**config.mk**
```make
export PLATFORM = sky130hd
export DESIGN_NAME = sram_axi_bridge
export DESIGN_NICKNAME = d
export VERILOG_FILES = /design/src/rtl/sram_axi_bridge_pkg.sv /design/src/rtl/sram_axi_bridge.sv
export SDC_FILE = /design/constraint.sdc
export NUM_CORES = 1
export LEC_CHECK = 0
export BUFFER_PORTS_ARGS = -buffer_cell sky130_fd_sc_hd__buf_2
export CORE_AREA = 5 5 153 155
export CTS_CLUSTER_SIZE = 20
export DETAILED_ROUTE_END_ITERATION = 6
export DIE_AREA = 0 0 158 160
export PLACE_DENSITY_LB_ADDON = 0.05
export SYNTH_ARGS = -nofsm -noshare
export SYNTH_HDL_FRONTEND = slang
export SYNTH_SLANG_ARGS = --single-unit
```
**constraint.sdc**
```tcl
create_clock -name clk -period 14.2 [get_ports clk]
set_input_delay 0.71 -clock clk [delete_from_list [all_inputs] [get_ports clk]]
set_output_delay 0.71 -clock clk [all_outputs]
set_load 0.01 [all_outputs]
```
**src/rtl/sram_axi_bridge_pkg.sv**
```systemverilog
// Shared encodings and constants for the core-port to AXI3 bridge.
// Both FSMs and the size mapping live here so the top stays readable.
package sram_axi_bridge_pkg;

  typedef enum logic [1:0] {
    R_IDLE = 2'd0,
    R_AR   = 2'd1,
    R_R    = 2'd2,
    R_DONE = 2'd3
  } rd_state_t;

  typedef enum logic [1:0] {
    W_IDLE = 2'd0,
    W_REQ  = 2'd1,
    W_B    = 2'd2,
    W_DONE = 2'd3
  } wr_state_t;

  localparam logic [3:0] INST_ID_DEF = 4'd0;
  localparam logic [3:0] DATA_ID_DEF = 4'd1;

  // Instruction fetches are always full words.
  localparam logic [2:0] AXSIZE_WORD = 3'd2;

  // Core size code (0=byte, 1=half, 2=word) maps directly onto AXI AxSIZE.
  function automatic logic [2:0] core_size_to_axsize(input logic [1:0] size);
    return {1'b0, size};
  endfunction

endpackage

```
**src/rtl/sram_axi_bridge.sv**
```systemverilog
// Bridges the core's req/addr_ok/data_ok inst and data ports onto one AXI3
// master: a shared read FSM (data wins arbitration) and a separate store FSM.
module sram_axi_bridge
  import sram_axi_bridge_pkg::*;
#(
  parameter logic [3:0] INST_ID = INST_ID_DEF,
  parameter logic [3:0] DATA_ID = DATA_ID_DEF
) (
  input  logic        clk,
  input  logic        reset,
  // instruction port
  input  logic        inst_req,
  input  logic [31:0] inst_addr,
  output logic        inst_addr_ok,
  output logic        inst_data_ok,
  output logic [31:0] inst_rdata,
  // data port
  input  logic        data_req,
  input  logic        data_wr,
  input  logic [1:0]  data_size,
  input  logic [31:0] data_addr,
  input  logic [31:0] data_wdata,
  input  logic [3:0]  data_wstrb,
  output logic        data_addr_ok,
  output logic        data_data_ok,
  output logic [31:0] data_rdata,
  // AXI read address
  output logic [3:0]  arid,
  output logic [31:0] araddr,
  output logic [2:0]  arsize,
  output logic        arvalid,
  input  logic        arready,
  // AXI read data
  input  logic [3:0]  rid,
  input  logic [31:0] rdata,
  input  logic        rvalid,
  output logic        rready,
  // AXI write address
  output logic [3:0]  awid,
  output logic [31:0] awaddr,
  output logic [2:0]  awsize,
  output logic        awvalid,
  input  logic        awready,
  // AXI write data
  output logic [31:0] wdata,
  output logic [3:0]  wstrb,
  output logic        wvalid,
  input  logic        wready,
  // AXI write response
  input  logic        bvalid,
  output logic        bready
);

  rd_state_t rstate;
  wr_state_t wstate;

  logic rd_is_data;   // current read belongs to the data port
  logic rd_data_ok;
  logic wr_data_ok;

  logic data_busy;
  logic rd_sel_data;
  logic rd_sel_inst;
  logic wr_accept;

  // A data read stays outstanding through R_DONE so a new data access
  // can only be accepted after its data_ok pulse.
  assign data_busy   = ((rstate != R_IDLE) && rd_is_data) || (wstate != W_IDLE);
  assign rd_sel_data = (rstate == R_IDLE) && data_req && !data_wr && !data_busy;
  assign rd_sel_inst = (rstate == R_IDLE) && inst_req && !rd_sel_data;
  assign wr_accept   = (wstate == W_IDLE) && data_req && data_wr && !data_busy && !rd_sel_data;

  assign inst_addr_ok = rd_sel_inst;
  assign data_addr_ok = rd_sel_data || wr_accept;
  assign data_data_ok = rd_data_ok || wr_data_ok;

  always_ff @(posedge clk or posedge reset) begin
    if (reset) begin
      rstate       <= R_IDLE;
      rd_is_data   <= 1'b0;
      arid         <= 4'd0;
      araddr       <= 32'd0;
      arsize       <= 3'd0;
      arvalid      <= 1'b0;
      rready       <= 1'b0;
      inst_data_ok <= 1'b0;
      rd_data_ok   <= 1'b0;
      inst_rdata   <= 32'd0;
      data_rdata   <= 32'd0;
    end else begin
      inst_data_ok <= 1'b0;
      rd_data_ok   <= 1'b0;
      case (rstate)
        R_IDLE: begin
          if (rd_sel_data || rd_sel_inst) begin
            rstate     <= R_AR;
            arvalid    <= 1'b1;
            rd_is_data <= rd_sel_data;
            arid       <= rd_sel_data ? DATA_ID : INST_ID;
            araddr     <= rd_sel_data ? data_addr : inst_addr;
            arsize     <= rd_sel_data ? core_size_to_axsize(data_size) : AXSIZE_WORD;
          end
        end
        R_AR: begin
          if (arready) begin
            arvalid <= 1'b0;
            rready  <= 1'b1;
            rstate  <= R_R;
          end
        end
        R_R: begin
          if (rvalid) begin
            rready <= 1'b0;
            rstate <= R_DONE;
            // Completion is steered by the returned id, not the request record.
            if (rid == DATA_ID) begin
              data_rdata <= rdata;
              rd_data_ok <= 1'b1;
            end else begin
              inst_rdata   <= rdata;
              inst_data_ok <= 1'b1;
            end
          end
        end
        R_DONE: begin
          rstate     <= R_IDLE;
          rd_is_data <= 1'b0;
        end
        default: rstate <= R_IDLE;
      endcase
    end
  end

  always_ff @(posedge clk or posedge reset) begin
    if (reset) begin
      wstate     <= W_IDLE;
      awid       <= 4'd0;
      awaddr     <= 32'd0;
      awsize     <= 3'd0;
      awvalid    <= 1'b0;
      wdata      <= 32'd0;
      wstrb      <= 4'd0;
      wvalid     <= 1'b0;
      bready     <= 1'b0;
      wr_data_ok <= 1'b0;
    end else begin
      wr_data_ok <= 1'b0;
      case (wstate)
        W_IDLE: begin
          if (wr_accept) begin
            wstate  <= W_REQ;
            awid    <= DATA_ID;
            awaddr  <= data_addr;
            awsize  <= core_size_to_axsize(data_size);
            wdata   <= data_wdata;
            wstrb   <= data_wstrb;
            awvalid <= 1'b1;
            wvalid  <= 1'b1;
          end
        end
        W_REQ: begin
          // AW and W complete independently, in either order.
          if (awready) awvalid <= 1'b0;
          if (wready)  wvalid  <= 1'b0;
          if ((!awvalid || awready) && (!wvalid || wready)) begin
            wstate <= W_B;
            bready <= 1'b1;
          end
        end
        W_B: begin
          if (bvalid) begin
            bready     <= 1'b0;
            wr_data_ok <= 1'b1;
            wstate     <= W_DONE;
          end
        end
        W_DONE: wstate <= W_IDLE;
        default: wstate <= W_IDLE;
      endcase
    end
  end

endmodule

```
==> impl_metrics.json <==
{
  "status": "finished clean",
  "initial_utilization": 0.344,
  "via_count_of_the_first_global_routing_pass": 5948,
  "die_w_um": 158,
  "synth_enable_flop_cells": 0,
  "fp.dieArea_um2": 25300,
  "detail_route.wl_per_cell_um": 18.1,
  "ant_nets": 0,
  "use_met2": 0.281,
  "die-height_um": 160,
  "asyncSetResetFlopFracSynth": 1.00,
  "synthFlopType": "sky130_fd_sc_hd__dfrtp_1",
  "finalWorstPathRequiredPeriod_ns": 3.36,
  "cts.path.max_buffers": 2,
  "placement_rows": 54,
  "clock.fmax_mhz": 298,
  "flow.area_growth_from_synthesis_pct": 32.9,
  "io_buf_count": 326,
  "cts_tree": "yes",
  "route.detailed.drc": 0,
  "synth.avg_cell_area_um2": 13.2,
  "hold_path_class": "reg2reg",
  "post_cts_resize_count": 0,
  "hpwl_um": 15700,
  "io-pin-count": 335,
  "worst_hold_path.endpoint": "awid[0]",
  "worstSetupStartpoint": "rstate[0]",
  "synth.ff_latch_count": 183,
  "worstHoldStart": "awid[0]",
  "global_route.usage.total": 0.166,
  "cts_buffers": 17,
  "seq_total_area_yosys": 0.613,
  "worst-r2r-setup-slack_ns": 11.72,
  "finalSetupViolCount": 0,
  "place.gp.congestion": 0.783,
  "synth.cell_area_um2": 7470,
  "critPathCaptureType": "output pin",
  "clock_tree.root_cell": "sky130_fd_sc_hd__clkbuf_16",
  "drive_above_1_share": 0.567,
  "use_met3": 0.0520,
  "core_region_area_um2": 21700,
  "leakage_nw": 5.10,
  "slew_violations": 0,
  "gr-max-usage-layer": "met2",
  "finish.net_count": 1037,
  "netlist_instances": 564,
  "start_kind": "register",
  "totalWireLength_um": 21300,
  "ctsHoldBuffers": 0,
  "max-cap-violations": 0,
  "reg2reg_depth": 6,
  "worst_r2r_endpoint": "wstate[1]",
  "initialDrtViolationCount": 244,
  "cts_htree_levels": 4,
  "synth.lib_cells_used.distinct": 39,
  "grt_start_max_net_pins": 110,
  "powerDensity_nw_per_um2": 223,
  "num_vias": 5547,
  "yosys_warnings": 0,
  "required_ns": 13.49,
  "clk-insertion-delay-late_ns": 0.42,
  "fin_skew_ns": 0.0114,
  "totalNegativeSetupSlack_ns": 0,
  "cp.arrival_ns": 2.65,
  "cts.sinks": 183,
  "hold_viol": 0,
  "postCtsSetupBuffers": 0,
  "criticalPathCategory": "reg2out",
  "ir_drop_worst_case_vdd_mv": 0.0800,
  "slew_headroom": 0.352,
  "timing.critical_path.fanout_max": 41,
  "vias_per_cell": 4.72,
  "detailedRoute.firstPassIterationCount": 4,
  "rr_startpoint": "rstate[0]",
  "grt_first_pass_wirelength_um": 33000,
  "finalCoreUtilization": 0.458,
  "hold_path_depth": 1,
  "actual_transition_at_the_worst_max_transition_pin_ns": 0.972,
  "grt_setup_unrepaired": "false",
  "grt_overflow": 0,
  "number_of_antenna_violations_at_the_first_check_in_global_routing": 1,
  "period_utilization": 0.236,
  "grt_util_met1": 0.204,
  "cts.clk_slew.worst_paths_ns": 0.07
}
worst max path at each step:
| stage | to | slack, ns | cells after the start |
|---|---|---|---|
| floorplan | araddr[0] | 8.52 | 1 |
| global placement | data_addr_ok | 11.28 | 5 |
| detailed placement | data_addr_ok | 11.22 | 7 |
| CTS | data_addr_ok | 10.75 | 7 |
| global route | data_addr_ok | 10.64 | 7 |
| finish | data_addr_ok | 10.84 | 7 |
logic make-up (layout without fill, tap and decap cells):
logic type,count (synthesis),count (layout),share of synthesized area
mux,136,136,0.205
other cells,1,9,0.000502
flops,183,183,0.613
buf+inv,55,377,0.0415
compound gates,21,21,0.0213
fa+ha+maj,8,8,0.0134
simple gates,160,160,0.105
sequential cells by signal, indices dropped and copies added (netlist names):
signal        cells
awsize            2
rd_data_ok        1
wvalid            1
inst_data_ok      1
arsize            2
awaddr           32
wstate            2
wstrb             4
arid              1
bready            1
awid              1
araddr           32
wr_data_ok        1
rready            1
awvalid           1
wdata            32
rstate            2
rd_is_data        1
inst_rdata       32
arvalid           1
data_rdata       32
cells in the mapped netlist (all sizes together) (2+ instances only):
library cell	n	share of area
buf	31	0.029
dfrtp	183	0.61
a31oi	2	0.0017
ha	8	0.013
nor2b	4	0.0033
clkbuf	12	0.0060
inv	12	0.0060
nor2	6	0.0030
nand2b	2	0.0020
mux2	135	0.20
and3	3	0.0025
a2bb2oi	2	0.0023
nand3	99	0.066
a21oi	2	0.0013
o21ai	4	0.0027
nand2	39	0.020
o21a	2	0.0020
placed cells by master (no fill, tap or decap), types with 3 or more instances in the layout:
master | synthesis | layout
sky130_fd_sc_hd__nor2_1 | 6 | 5
sky130_fd_sc_hd__buf_2 | 11 | 326
sky130_fd_sc_hd__nand2_1 | 39 | 39
sky130_fd_sc_hd__dfrtp_1 | 183 | 183
sky130_fd_sc_hd__and3_1 | 3 | 3
sky130_fd_sc_hd__inv_1 | 12 | 11
sky130_fd_sc_hd__buf_4 | 12 | 8
sky130_fd_sc_hd__o21ai_0 | 4 | 4
sky130_fd_sc_hd__ha_1 | 8 | 8
sky130_fd_sc_hd__bufinv_16 | 0 | 4
sky130_fd_sc_hd__nor2b_1 | 4 | 4
sky130_fd_sc_hd__mux2_2 | 135 | 135
sky130_fd_sc_hd__conb_1 | 1 | 8
sky130_fd_sc_hd__nand3_1 | 99 | 99
sky130_fd_sc_hd__inv_6 | 0 | 5
sky130_fd_sc_hd__clkbuf_16 | 0 | 17
final cells by class:
| class | count | area [um^2] |
|---|---|---|
| Clock buffer | 19 | 443 |
| Fill cell | 2068 | 11800 |
| Antenna cell | 1 | 2.50 |
| Sequential cell | 183 | 4580 |
| Inverter | 12 | 50.0 |
| Multi-Input combinational cell | 333 | 2620 |
| Clock inverter | 12 | 188 |
| Tap cell | 280 | 350 |
| Timing Repair Buffer | 334 | 1690 |
where the power goes:
part | switching, W | total [W] | internal, W
combinational | 0.000431 | 0.000825 | 0.000394
sequential | 0.000123 | 0.000885 | 0.000762
clock | 0.000204 | 0.000506 | 0.000302
total | 0.000759 | 0.00222 | 0.00146
metrics by stage:
| stage | area [um^2] | hold WS (ns) | total power (W) | cells | setup slack [ns] |
|---|---|---|---|---|---|
| after floorplan | 7500 | 0.477 | 0.00136 | 571 | 8.52 |
| after global placement | 9290 | 0.465 | 0.00172 | 1142 | 11.28 |
| after detailed placement | 9290 | 0.475 | 0.00174 | 1142 | 11.22 |
| after CTS | 9920 | 0.483 | 0.00226 | 1173 | 10.75 |
| after global routing | 9930 | 0.496 | 0.00237 | 1174 | 10.64 |
| final | 9930 | 0.477 | 0.00222 | 1174 | 10.84 |
metal layers:
| layer | wire, um | part of all wire |
|---|---|---|
| met3 | 2030 | 0.095 |
| met1 | 8300 | 0.39 |
| met4 | 257 | 0.012 |
| met5 | 0 | 0 |
| met2 | 10700 | 0.50 |
worst max-delay path: stages, from the launching register on:
cell                       delay (ns)
sky130_fd_sc_hd__dfrtp_1         0.42
sky130_fd_sc_hd__inv_1           0.13
sky130_fd_sc_hd__ha_1            0.17
sky130_fd_sc_hd__nand2b_2        0.16
sky130_fd_sc_hd__nand4_4         0.56
sky130_fd_sc_hd__buf_4           0.53
sky130_fd_sc_hd__nand2_1         0.12
sky130_fd_sc_hd__buf_2           0.13
No activity file was read; power rests on OpenSTA's default activity.
